--- config.mk ---
export PLATFORM = sky130hd
export DESIGN_NAME = pipeline_mem_arbiter_flat
export DESIGN_NICKNAME = d
export VERILOG_FILES = /design/src/rtl/arb_pkg.sv /design/src/rtl/pipeline_mem_arbiter_if.sv /design/src/rtl/arb_req_reg.sv /design/src/rtl/pipeline_mem_arbiter.sv /design/src/flat_wrapper.sv
export SDC_FILE = /design/constraint.sdc
export NUM_CORES = 1
export LEC_CHECK = 0
export CAP_MARGIN = 20
export CORE_AREA = 2 2 106 108
export DETAILED_ROUTE_END_ITERATION = 8
export DIE_AREA = 0 0 108 110
export DONT_BUFFER_PORTS = 1
export HOLD_SLACK_MARGIN = 0.12
export PLACE_DENSITY_LB_ADDON = 0.08
export SKIP_LAST_GASP = 1
export SLEW_MARGIN = 10
export SYNTH_ARGS = -nofsm -noshare
export SYNTH_HDL_FRONTEND = slang
export SYNTH_SLANG_ARGS = --single-unit
--- constraint.sdc ---
create_clock -name clk -period 2.5 [get_ports clk]
set_clock_uncertainty 0.05 [all_clocks]
set_input_delay 0.375 -clock clk [delete_from_list [all_inputs] [get_ports clk]]
set_output_delay 0.375 -clock clk [all_outputs]
set_load 0.005 [all_outputs]
--- src/rtl/arb_pkg.sv ---
// arb_pkg: shared types and constants for pipeline_mem_arbiter.
//   arb_state_t : arbiter FSM states (idle, serving fetch, serving data)
//   arb_src_t   : requester identity, used for the round-robin last-grant bit
//   constants   : bit values used to build all-ones byte enables and reset zeros
package arb_pkg;

  typedef enum logic [1:0] {
    ARB_IDLE = 2'd0,
    ARB_INST = 2'd1,
    ARB_DATA = 2'd2
  } arb_state_t;

  typedef enum logic {
    SRC_INST = 1'b0,
    SRC_DATA = 1'b1
  } arb_src_t;

  localparam int unsigned ADDR_W_DEF = 32;
  localparam int unsigned DATA_W_DEF = 32;

  // Replicated to the required width at the point of use.
  localparam logic MBE_BIT_ON = 1'b1;
  localparam logic RST_BIT    = 1'b0;

  // On a tie the port that was not served last wins.
  function automatic arb_src_t other_src(arb_src_t s);
    return (s == SRC_DATA) ? SRC_INST : SRC_DATA;
  endfunction

endpackage

--- src/rtl/pipeline_mem_arbiter_if.sv ---
// pipeline_mem_arbiter_if: bundles the fetch port, the data port and the
// unified memory port that pipeline_mem_arbiter sits between.
//   modport slave  : the arbiter's view (takes requests, drives the memory port)
//   modport master : the environment's view (pipeline requesters + memory)
// Parameters: ADDR_W address width, DATA_W data width (byte enables DATA_W/8).
interface pipeline_mem_arbiter_if #(
  parameter int unsigned ADDR_W = 32,
  parameter int unsigned DATA_W = 32
);
  localparam int unsigned MBE_W = DATA_W / 8;

  // Instruction-fetch port
  logic              inst_read;
  logic [ADDR_W-1:0] inst_addr;
  logic [DATA_W-1:0] inst_rdata;
  logic              inst_resp;

  // Data (MEM stage) port
  logic              data_read;
  logic              data_write;
  logic [MBE_W-1:0]  data_mbe;
  logic [ADDR_W-1:0] data_addr;
  logic [DATA_W-1:0] data_wdata;
  logic [DATA_W-1:0] data_rdata;
  logic              data_resp;

  // Unified memory port
  logic              mem_read;
  logic              mem_write;
  logic [MBE_W-1:0]  mem_mbe;
  logic [ADDR_W-1:0] mem_addr;
  logic [DATA_W-1:0] mem_wdata;
  logic [DATA_W-1:0] mem_rdata;
  logic              mem_resp;

  modport slave (
    input  inst_read, inst_addr,
    input  data_read, data_write, data_mbe, data_addr, data_wdata,
    input  mem_rdata, mem_resp,
    output inst_rdata, inst_resp,
    output data_rdata, data_resp,
    output mem_read, mem_write, mem_mbe, mem_addr, mem_wdata
  );

  modport master (
    output inst_read, inst_addr,
    output data_read, data_write, data_mbe, data_addr, data_wdata,
    output mem_rdata, mem_resp,
    input  inst_rdata, inst_resp,
    input  data_rdata, data_resp,
    input  mem_read, mem_write, mem_mbe, mem_addr, mem_wdata
  );

endinterface

--- src/rtl/arb_req_reg.sv ---
// arb_req_reg: grant-time latch for the request being served by the arbiter.
// Captures address, write data, byte enables and the read/write op when load
// is high; holds them until the next grant. Asynchronous active-high reset
// clears every field.
//   clk, reset                          : clock, async active-high reset
//   load                                : capture enable (one cycle per grant)
//   in_addr, in_wdata, in_mbe, in_write : values presented at grant
//   addr, wdata, mbe, write             : latched values
module arb_req_reg #(
  parameter int unsigned ADDR_W = 32,
  parameter int unsigned DATA_W = 32
) (
  input  logic                  clk,
  input  logic                  reset,
  input  logic                  load,
  input  logic [ADDR_W-1:0]     in_addr,
  input  logic [DATA_W-1:0]     in_wdata,
  input  logic [DATA_W/8-1:0]   in_mbe,
  input  logic                  in_write,
  output logic [ADDR_W-1:0]     addr,
  output logic [DATA_W-1:0]     wdata,
  output logic [DATA_W/8-1:0]   mbe,
  output logic                  write
);
  import arb_pkg::*;

  localparam int unsigned MBE_W = DATA_W / 8;

  always_ff @(posedge clk or posedge reset) begin
    if (reset) begin
      addr  <= {ADDR_W{RST_BIT}};
      wdata <= {DATA_W{RST_BIT}};
      mbe   <= {MBE_W{RST_BIT}};
      write <= RST_BIT;
    end else if (load) begin
      addr  <= in_addr;
      wdata <= in_wdata;
      mbe   <= in_mbe;
      write <= in_write;
    end
  end

endmodule

--- src/rtl/pipeline_mem_arbiter.sv ---
// pipeline_mem_arbiter: shares one word-wide memory port between the
// pipeline's instruction-fetch port and its data port.
// A request seen in ARB_IDLE is latched and held on the memory port until
// mem_resp; the response pulse and read data are routed to the winner in the
// mem_resp cycle. Simultaneous requests go to the data port, or, when the
// ARB_ROUND_ROBIN_EN macro is defined, to the port not granted last.
//   clk   : clock, rising edge
//   reset : asynchronous, active-high
//   bus   : pipeline_mem_arbiter_if.slave (inst_*, data_*, mem_* signals)
module pipeline_mem_arbiter #(
  parameter int unsigned ADDR_W = 32,
  parameter int unsigned DATA_W = 32
) (
  input  logic                   clk,
  input  logic                   reset,
  pipeline_mem_arbiter_if.slave  bus
);
  import arb_pkg::*;

  localparam int unsigned MBE_W = DATA_W / 8;

  arb_state_t state_q, state_d;

  logic              data_req;
  logic              tie_data;    // winner when both ports request at once
  logic              grant;
  logic              grant_data;

  logic [ADDR_W-1:0] ld_addr;
  logic [DATA_W-1:0] ld_wdata;
  logic [MBE_W-1:0]  ld_mbe;
  logic              ld_write;

  logic [ADDR_W-1:0] addr_q;
  logic [DATA_W-1:0] wdata_q;
  logic [MBE_W-1:0]  mbe_q;
  logic              write_q;

  // A simultaneous read+write is served as a write.
  assign data_req = bus.data_read | bus.data_write;

`ifdef ARB_ROUND_ROBIN_EN
  arb_src_t last_q;

  assign tie_data = (other_src(last_q) == SRC_DATA);

  always_ff @(posedge clk or posedge reset) begin
    if (reset) begin
      last_q <= SRC_INST;
    end else if (grant) begin
      last_q <= grant_data ? SRC_DATA : SRC_INST;
    end
  end
`else
  assign tie_data = 1'b1;
`endif

  always_ff @(posedge clk or posedge reset) begin
    if (reset) begin
      state_q <= ARB_IDLE;
    end else begin
      state_q <= state_d;
    end
  end

  always_comb begin
    state_d    = state_q;
    grant      = 1'b0;
    grant_data = 1'b0;
    unique case (state_q)
      ARB_IDLE: begin
        if (data_req || bus.inst_read) begin
          grant      = 1'b1;
          grant_data = (data_req && bus.inst_read) ? tie_data : data_req;
          state_d    = grant_data ? ARB_DATA : ARB_INST;
        end
      end
      ARB_INST, ARB_DATA: begin
        if (bus.mem_resp) begin
          state_d = ARB_IDLE;
        end
      end
      default: state_d = ARB_IDLE;
    endcase
  end

  // Load values are shaped so the latch holds exactly what the memory port
  // must show: reads carry all-ones byte enables, fetches carry no write data.
  always_comb begin
    ld_write = grant_data & bus.data_write;
    ld_addr  = grant_data ? bus.data_addr : bus.inst_addr;
    ld_wdata = grant_data ? bus.data_wdata : {DATA_W{RST_BIT}};
    ld_mbe   = ld_write ? bus.data_mbe : {MBE_W{MBE_BIT_ON}};
  end

  arb_req_reg #(
    .ADDR_W (ADDR_W),
    .DATA_W (DATA_W)
  ) u_req_reg (
    .clk      (clk),
    .reset    (reset),
    .load     (grant),
    .in_addr  (ld_addr),
    .in_wdata (ld_wdata),
    .in_mbe   (ld_mbe),
    .in_write (ld_write),
    .addr     (addr_q),
    .wdata    (wdata_q),
    .mbe      (mbe_q),
    .write    (write_q)
  );

  // Memory port: derived only from state and latched request.
  always_comb begin
    bus.mem_read  = (state_q == ARB_INST) | ((state_q == ARB_DATA) & ~write_q);
    bus.mem_write = (state_q == ARB_DATA) & write_q;
    bus.mem_mbe   = (state_q == ARB_IDLE) ? {MBE_W{RST_BIT}} : mbe_q;
    bus.mem_addr  = addr_q;
    bus.mem_wdata = wdata_q;
  end

  // Requester side: completion routed to the port being served.
  always_comb begin
    bus.inst_resp  = (state_q == ARB_INST) & bus.mem_resp;
    bus.data_resp  = (state_q == ARB_DATA) & bus.mem_resp;
    bus.inst_rdata = bus.mem_rdata;
    bus.data_rdata = bus.mem_rdata;
  end

`ifndef SYNTHESIS
  a_no_read_write: assert property (@(posedge clk) disable iff (reset)
      !(bus.data_read && bus.data_write))
    else $error("pipeline_mem_arbiter: data_read and data_write both high");
`endif

endmodule
--- src/flat_wrapper.sv ---
// flat-port wrapper written by rule: the top's interface ports become plain ports
module pipeline_mem_arbiter_flat import arb_pkg::*;
#(
  parameter int unsigned ADDR_W = 32,
  parameter int unsigned DATA_W = 32
)
  (clk, reset, bus_inst_read, bus_inst_addr, bus_data_read, bus_data_write, bus_data_mbe, bus_data_addr, bus_data_wdata, bus_mem_rdata, bus_mem_resp, bus_inst_rdata, bus_inst_resp, bus_data_rdata, bus_data_resp, bus_mem_read, bus_mem_write, bus_mem_mbe, bus_mem_addr, bus_mem_wdata);
  pipeline_mem_arbiter_if #(.ADDR_W(ADDR_W), .DATA_W(DATA_W)) bus_i ();
  input  logic clk;
  input  logic reset;
  input wire logic [$bits(bus_i.inst_read)-1:0] bus_inst_read;
  input wire logic [$bits(bus_i.inst_addr)-1:0] bus_inst_addr;
  input wire logic [$bits(bus_i.data_read)-1:0] bus_data_read;
  input wire logic [$bits(bus_i.data_write)-1:0] bus_data_write;
  input wire logic [$bits(bus_i.data_mbe)-1:0] bus_data_mbe;
  input wire logic [$bits(bus_i.data_addr)-1:0] bus_data_addr;
  input wire logic [$bits(bus_i.data_wdata)-1:0] bus_data_wdata;
  input wire logic [$bits(bus_i.mem_rdata)-1:0] bus_mem_rdata;
  input wire logic [$bits(bus_i.mem_resp)-1:0] bus_mem_resp;
  output wire logic [$bits(bus_i.inst_rdata)-1:0] bus_inst_rdata;
  output wire logic [$bits(bus_i.inst_resp)-1:0] bus_inst_resp;
  output wire logic [$bits(bus_i.data_rdata)-1:0] bus_data_rdata;
  output wire logic [$bits(bus_i.data_resp)-1:0] bus_data_resp;
  output wire logic [$bits(bus_i.mem_read)-1:0] bus_mem_read;
  output wire logic [$bits(bus_i.mem_write)-1:0] bus_mem_write;
  output wire logic [$bits(bus_i.mem_mbe)-1:0] bus_mem_mbe;
  output wire logic [$bits(bus_i.mem_addr)-1:0] bus_mem_addr;
  output wire logic [$bits(bus_i.mem_wdata)-1:0] bus_mem_wdata;
  assign bus_i.inst_read = bus_inst_read;
  assign bus_i.inst_addr = bus_inst_addr;
  assign bus_i.data_read = bus_data_read;
  assign bus_i.data_write = bus_data_write;
  assign bus_i.data_mbe = bus_data_mbe;
  assign bus_i.data_addr = bus_data_addr;
  assign bus_i.data_wdata = bus_data_wdata;
  assign bus_i.mem_rdata = bus_mem_rdata;
  assign bus_i.mem_resp = bus_mem_resp;
  assign bus_inst_rdata = bus_i.inst_rdata;
  assign bus_inst_resp = bus_i.inst_resp;
  assign bus_data_rdata = bus_i.data_rdata;
  assign bus_data_resp = bus_i.data_resp;
  assign bus_mem_read = bus_i.mem_read;
  assign bus_mem_write = bus_i.mem_write;
  assign bus_mem_mbe = bus_i.mem_mbe;
  assign bus_mem_addr = bus_i.mem_addr;
  assign bus_mem_wdata = bus_i.mem_wdata;
  pipeline_mem_arbiter #(.ADDR_W(ADDR_W), .DATA_W(DATA_W)) u_core (.clk(clk), .reset(reset), .bus(bus_i));
endmodule
Word-level counts from Yosys, hierarchy flattened
Cells that the tools add are included.

word-level totals
  register bits = 71
  input bits = 138
  output and inout bits = 136
  word-level logic and storage cells = 35

operators by class
  equal/unequal tests = 4
  muxes and demuxes = 13
  bitwise gates (word level) = 8
  reductions and logical operators = 5

operator list
  cell                count
  $mux 32             2
  $mux 4              2
  $mux 2              3
  $and 1x1->1         5
  $mux 1              5
  $pmux 2 s2          1
  $eq 2x1->1 const B  1
  $eq 2x2->1 const B  1
  $logic_not 2->1     1
  $ne 2x1->1 const B  1
  $ne 2x2->1 const B  1
  $or 1x1->1          2
  $reduce_and 2->1    1
  $reduce_or 2->1     1
  $logic_and 1x1->1   1
  $logic_or 1x1->1    1
  $not 1->1           1

Depth between registers and ports, before layout
  word-level depth = 7
  gate-level depth with buffers = 8
  mapped depth without buffers = 5

Modules after synthesis
A second synthesis with hierarchy kept.

unflattened totals
  cell total of the unflattened synthesis = 316
  area, all modules = 4080.2 um^2

by module, submodules not included
  module                times used  cells an instance  area an instance (um^2)  sequential area each (um^2)
  arb_req_reg           1           147                2607.5                   1726.7
  pipeline_mem_arbiter  1           169                1472.7                   50.0

Least setup slack after synthesis
OpenSTA, ideal clock, no wires.

  path kind = reg2reg
  from = register u_core.state_q[0]
  to = register u_core.u_req_reg.wdata[6]
  setup time = 129 ps
  arrival = 1370 ps
  data required time = 2321 ps
  setup slack = 952 ps
  stages on the path, launching flop included = 9
  path buffers = 3
  period minus slack after synthesis = 1548 ps
  cell sequence = dfrtp_1 inv_1 ha_1 o31ai_4 buf_6 buf_6 buf_6 nand2_1 o21ai_0

on the way
  word-level cells in the longest chain between the ends = 3
  elaborated cells between the ends (all ways) = 4
  those cells by class = 3 x mux; 1 x reduce/logical

ends and longest elaborated chain
  what                    RTL line                    source
  from (decl)             pipeline_mem_arbiter.sv:22  arb_state_t state_q, state_d;
  from (signal assigned)  pipeline_mem_arbiter.sv:62  state_q <= state_d;
  $logic_not 2->1 *       pipeline_mem_arbiter.sv:70  unique case (state_q)
  $mux 1                  pipeline_mem_arbiter.sv:70
  $mux 32                 pipeline_mem_arbiter.sv:92  ld_wdata = grant_data ? bus.data_wdata : {DATA_W{RST_BIT}};
  to (signal assigned)    arb_req_reg.sv:32           wdata <= {DATA_W{RST_BIT}};
  to (signal assigned)    arb_req_reg.sv:37           wdata <= in_wdata;
  to (decl)               arb_req_reg.sv:21           output logic [DATA_W-1:0] wdata,

Every way passes the cells marked *; elsewhere a longest branch is shown, timed or not.
A chain may end at the register's enable or synchronous reset.

Worst setup path after layout
  from = register u_core.state_q[0]
  to = register u_core.u_req_reg.addr[10]

on the way
  word-level cells in the longest chain between the ends = 3
  elaborated cells between the ends (all ways) = 4
  those cells by class = 3 x mux; 1 x reduce/logical

ends and longest elaborated chain
  what                  RTL line                    source
  $logic_not 2->1 *     pipeline_mem_arbiter.sv:70
  $mux 1                pipeline_mem_arbiter.sv:70
  $mux 32               pipeline_mem_arbiter.sv:91  ld_addr = grant_data ? bus.data_addr : bus.inst_addr;
  to (signal assigned)  arb_req_reg.sv:31           addr <= {ADDR_W{RST_BIT}};
  to (signal assigned)  arb_req_reg.sv:36           addr <= in_addr;
  to (decl)             arb_req_reg.sv:20           output logic [ADDR_W-1:0] addr,

Marks and branches as above.

==> impl_metrics.yaml <==
logic_synthesis:
  yosysWarningCount: 0
  synth_cell_types: 25
  synth_seq_cells: 71
  ys.flop_type: "dfrtp_1"
  syn-mean-instance-area_um2: 9.517
  yosysSeqAreaShare_pct: 47.75
  syn-num-nets: 533
  synth-edff-count: 0
  syn-cell-area_um2: 3721
  yosys.area_share.adder_pct: 1.345
  synthMuxAreaShare_pct: 8.608
  synth-simple-area-share_pct: 12.58
  synth_compound_area_share_pct: 12.41
  ys_async_sr_fraction_pct: 100.0
  synth_top_family_by_area: "buffers and inverters"
  synth_xor_area_share_pct: 0
  syn_inst: 391
critical_path:
  regToRegSetupSlack_ns: 0.66
  reg2regPathDepth: 6
  path_class: "reg2reg"
  r2r_end: "u_core.u_req_reg.addr[10]"
  cp-end-kind: "register"
  rr_startpoint: "u_core.state_q[0]"
  cp.arrival_ns: 2.00
  start_kind: "register"
  cp.required_ns: 2.66
  critPathMaxFanout: 20
place:
  pre_cts_ws_ns: 0.6128
  port_buffers: 0
  dp_hpwl_um: 5632
  place.gp.congestion: 0.6331
die:
  start_util_pct: 34.78
  design.die.area_um2: 11880
  coreArea_um2: 10700
  fp.dieH_um: 110
  placementRows: 38
  io_pins: 274
  fp.dieW_um: 108
pwr:
  leakagePower_uw: 0.001800
  max-vdd-ir-drop_uv: 625.4
  powerDensity_nw_per_um2: 1265
status:
  status: "complete, no violations"
sta:
  min_period_ns: 1.839
  setup_viol: 0
  max_freq_mhz: 543.9
  fin_ws_ns: 0.6613
  finalSetupTns_ns: 0
  drv_slew: 0
  hold_viol_final: 0
  min_period_over_period_pct: 73.55
  worstMarginPinSlew_ns: 0.8659
  rsz0062_at_grt: "false"
  relSlewSlack_pct: 42.05
routing:
  ant_nets: 0
  drt_iter0_drc: 152
  finalWirelength_um: 8179
  viasPerCell: 4.683
  drc: 0
  num_vias: 2360
  avgRoutedWirePerCell_um: 16.23
  dr.pass1.iters: 4
clocking:
  cts_hold_buf: 35
  cts_tree: "yes"
  clockRootBuffer: "clkbuf_8"
  clk_path_buf_depth: 2
  htree_levels: 3
  cts.clk_slew.worst_paths_ns: 0.07
  post-cts-setup-buffers: 0
  insertion_delay_ns: 0.34
  cts_sinks: 71
  cts_inserted_buffers: 9
  post_cts.resized_instances: 0
final_layout:
  drive_gt1_share_pct: 9.615
  areaGrowthSynthToFinish_pct: 5.279
  nets: 501
  nFillCells: 1081
  fin_util_pct: 36.62
  antenna_cells: 0
hold_path:
  whs_endpoint: "u_core.u_req_reg.mbe[1]"
  min_path_cells: 2
  hp-class: "in2reg"
  hp-start: "bus_data_mbe[1]"
global_routing:
  grt_pass1_wl_um: 12250
  grt_pass1_vias: 2376
  overflow: 0
  grt_max_degree: 72
  antenna_found_initial: 0
  grt_usage_pct: 13.64
job:
  maxCapViolations: 0
[worst max-delay path: stages (launching register included)]
cell	delay (ns)
dfrtp_1	0.35
inv_1	0.09
ha_1	0.28
o21ai_4	0.34
buf_4	0.31
mux2i_1	0.19
o21ai_0	0.09
[through the flow]
stage	total power [µW]	hold WS (ns)	area [µm²]	instances
after floorplan	3668	0.3922	3721	391
after global placement	3925	0.2169	3344	453
after detailed placement	3964	0.2221	3344	453
after CTS	5072	0.1220	3918	504
after global routing	5428	0.1346	3918	504
final	4957	0.1448	3918	504
[power breakdown]
part | leakage, µW | switching [µW] | internal, µW
clock network | 0.000110 | 451 | 590
logic | 0.000793 | 1040 | 685
registers | 0.000897 | 460 | 1730
[registers in the layout (all words and copies together), names as in the netlist]
| signal | flops |
|---|---|
| u_core.state_q | 2 |
| u_core.u_req_reg.addr | 32 |
| u_core.u_req_reg.mbe | 4 |
| u_core.u_req_reg.wdata | 32 |
| u_core.u_req_reg.write | 1 |
[area by class of cell]
| class | instances | area (µm²) | area share [%] |
|---|---|---|---|
| clock inverters | 5 | 81.33 | 2.076 |
| multi-input cells | 231 | 1300 | 33.18 |
| flip-flops and latches | 71 | 1777 | 45.35 |
| inverters | 4 | 15.01 | 0.3833 |
| repair buffers | 42 | 427.9 | 10.92 |
| well taps | 140 | 175.2 | 4.471 |
| clock buffers | 11 | 141.4 | 3.609 |
[synth_stat cells (4+ instances only)]
master   number  area (µm²)
nand2_1     103       386.6
dfrtp_1      71        1777
buf_4        65       488.0
o21ai_0      43       215.2
mux2i_1      32       320.3
o21ai_1      17       85.08
o21ai_2      10       87.58
buf_2         8       40.04
buf_6         7       78.83
nor2_1        5       18.77
ha_1          4       50.05
inv_1         4       15.01
nor2b_1       4       25.02
[placed cells by master (no fill, tap or decap)]
master / count
dfrtp_1: 71
and2_1: 3
inv_1: 3
buf_12: 2
mux2i_1: 32
o21bai_1: 1
a21o_1: 1
o31ai_4: 1
o21ai_1: 17
buf_4: 5
clkbuf_8: 10
o21ai_0: 43
o31a_1: 1
o21ai_2: 10
clkinv_4: 1
nor2_1: 5
clkinv_2: 1
nor2b_1: 4
bufinv_16: 2
a21oi_1: 1
o21a_1: 1
nand2_1: 103
ha_1: 4
inv_2: 1
dlygate4sd3_1: 35
nand4_1: 1
nand2b_1: 2
clkinvlp_4: 1
o21ai_4: 1
clkbuf_1: 1
[metal layers]
layer / global-route usage (%) / vias up / routed length, µm
met5: 0 / - / 0
met4: 6.593 / 0 / 120
met3: 6.408 / 9 / 1068
met2: 21.97 / 148 / 3916
met1: 15.30 / 1056 / 3074
li1: - / 1147 / -
[how the worst max path moves through the flow]
stage | start | slack (ns) | end
floorplan | reset | 0.28 | u_core.state_q[0]
global placement | bus_data_write | 0.66 | u_core.u_req_reg.addr[14]
detailed placement | bus_data_write | 0.61 | u_core.u_req_reg.addr[13]
CTS | u_core.state_q[0] | 0.64 | u_core.u_req_reg.addr[12]
global route | u_core.state_q[0] | 0.50 | u_core.u_req_reg.addr[5]
finish | u_core.state_q[0] | 0.66 | u_core.u_req_reg.addr[10]
[cells by family (layout without fill, tap and decap cells)]
group,Yosys count,in the layout
DFF,71,71
and+or+nand+nor,118,118
AOI/OAI and AO/OA,77,77
adders and majority gates,4,4
buffers and inverters,89,62
muxes,32,32
Power figures use the tool's default switching activity.
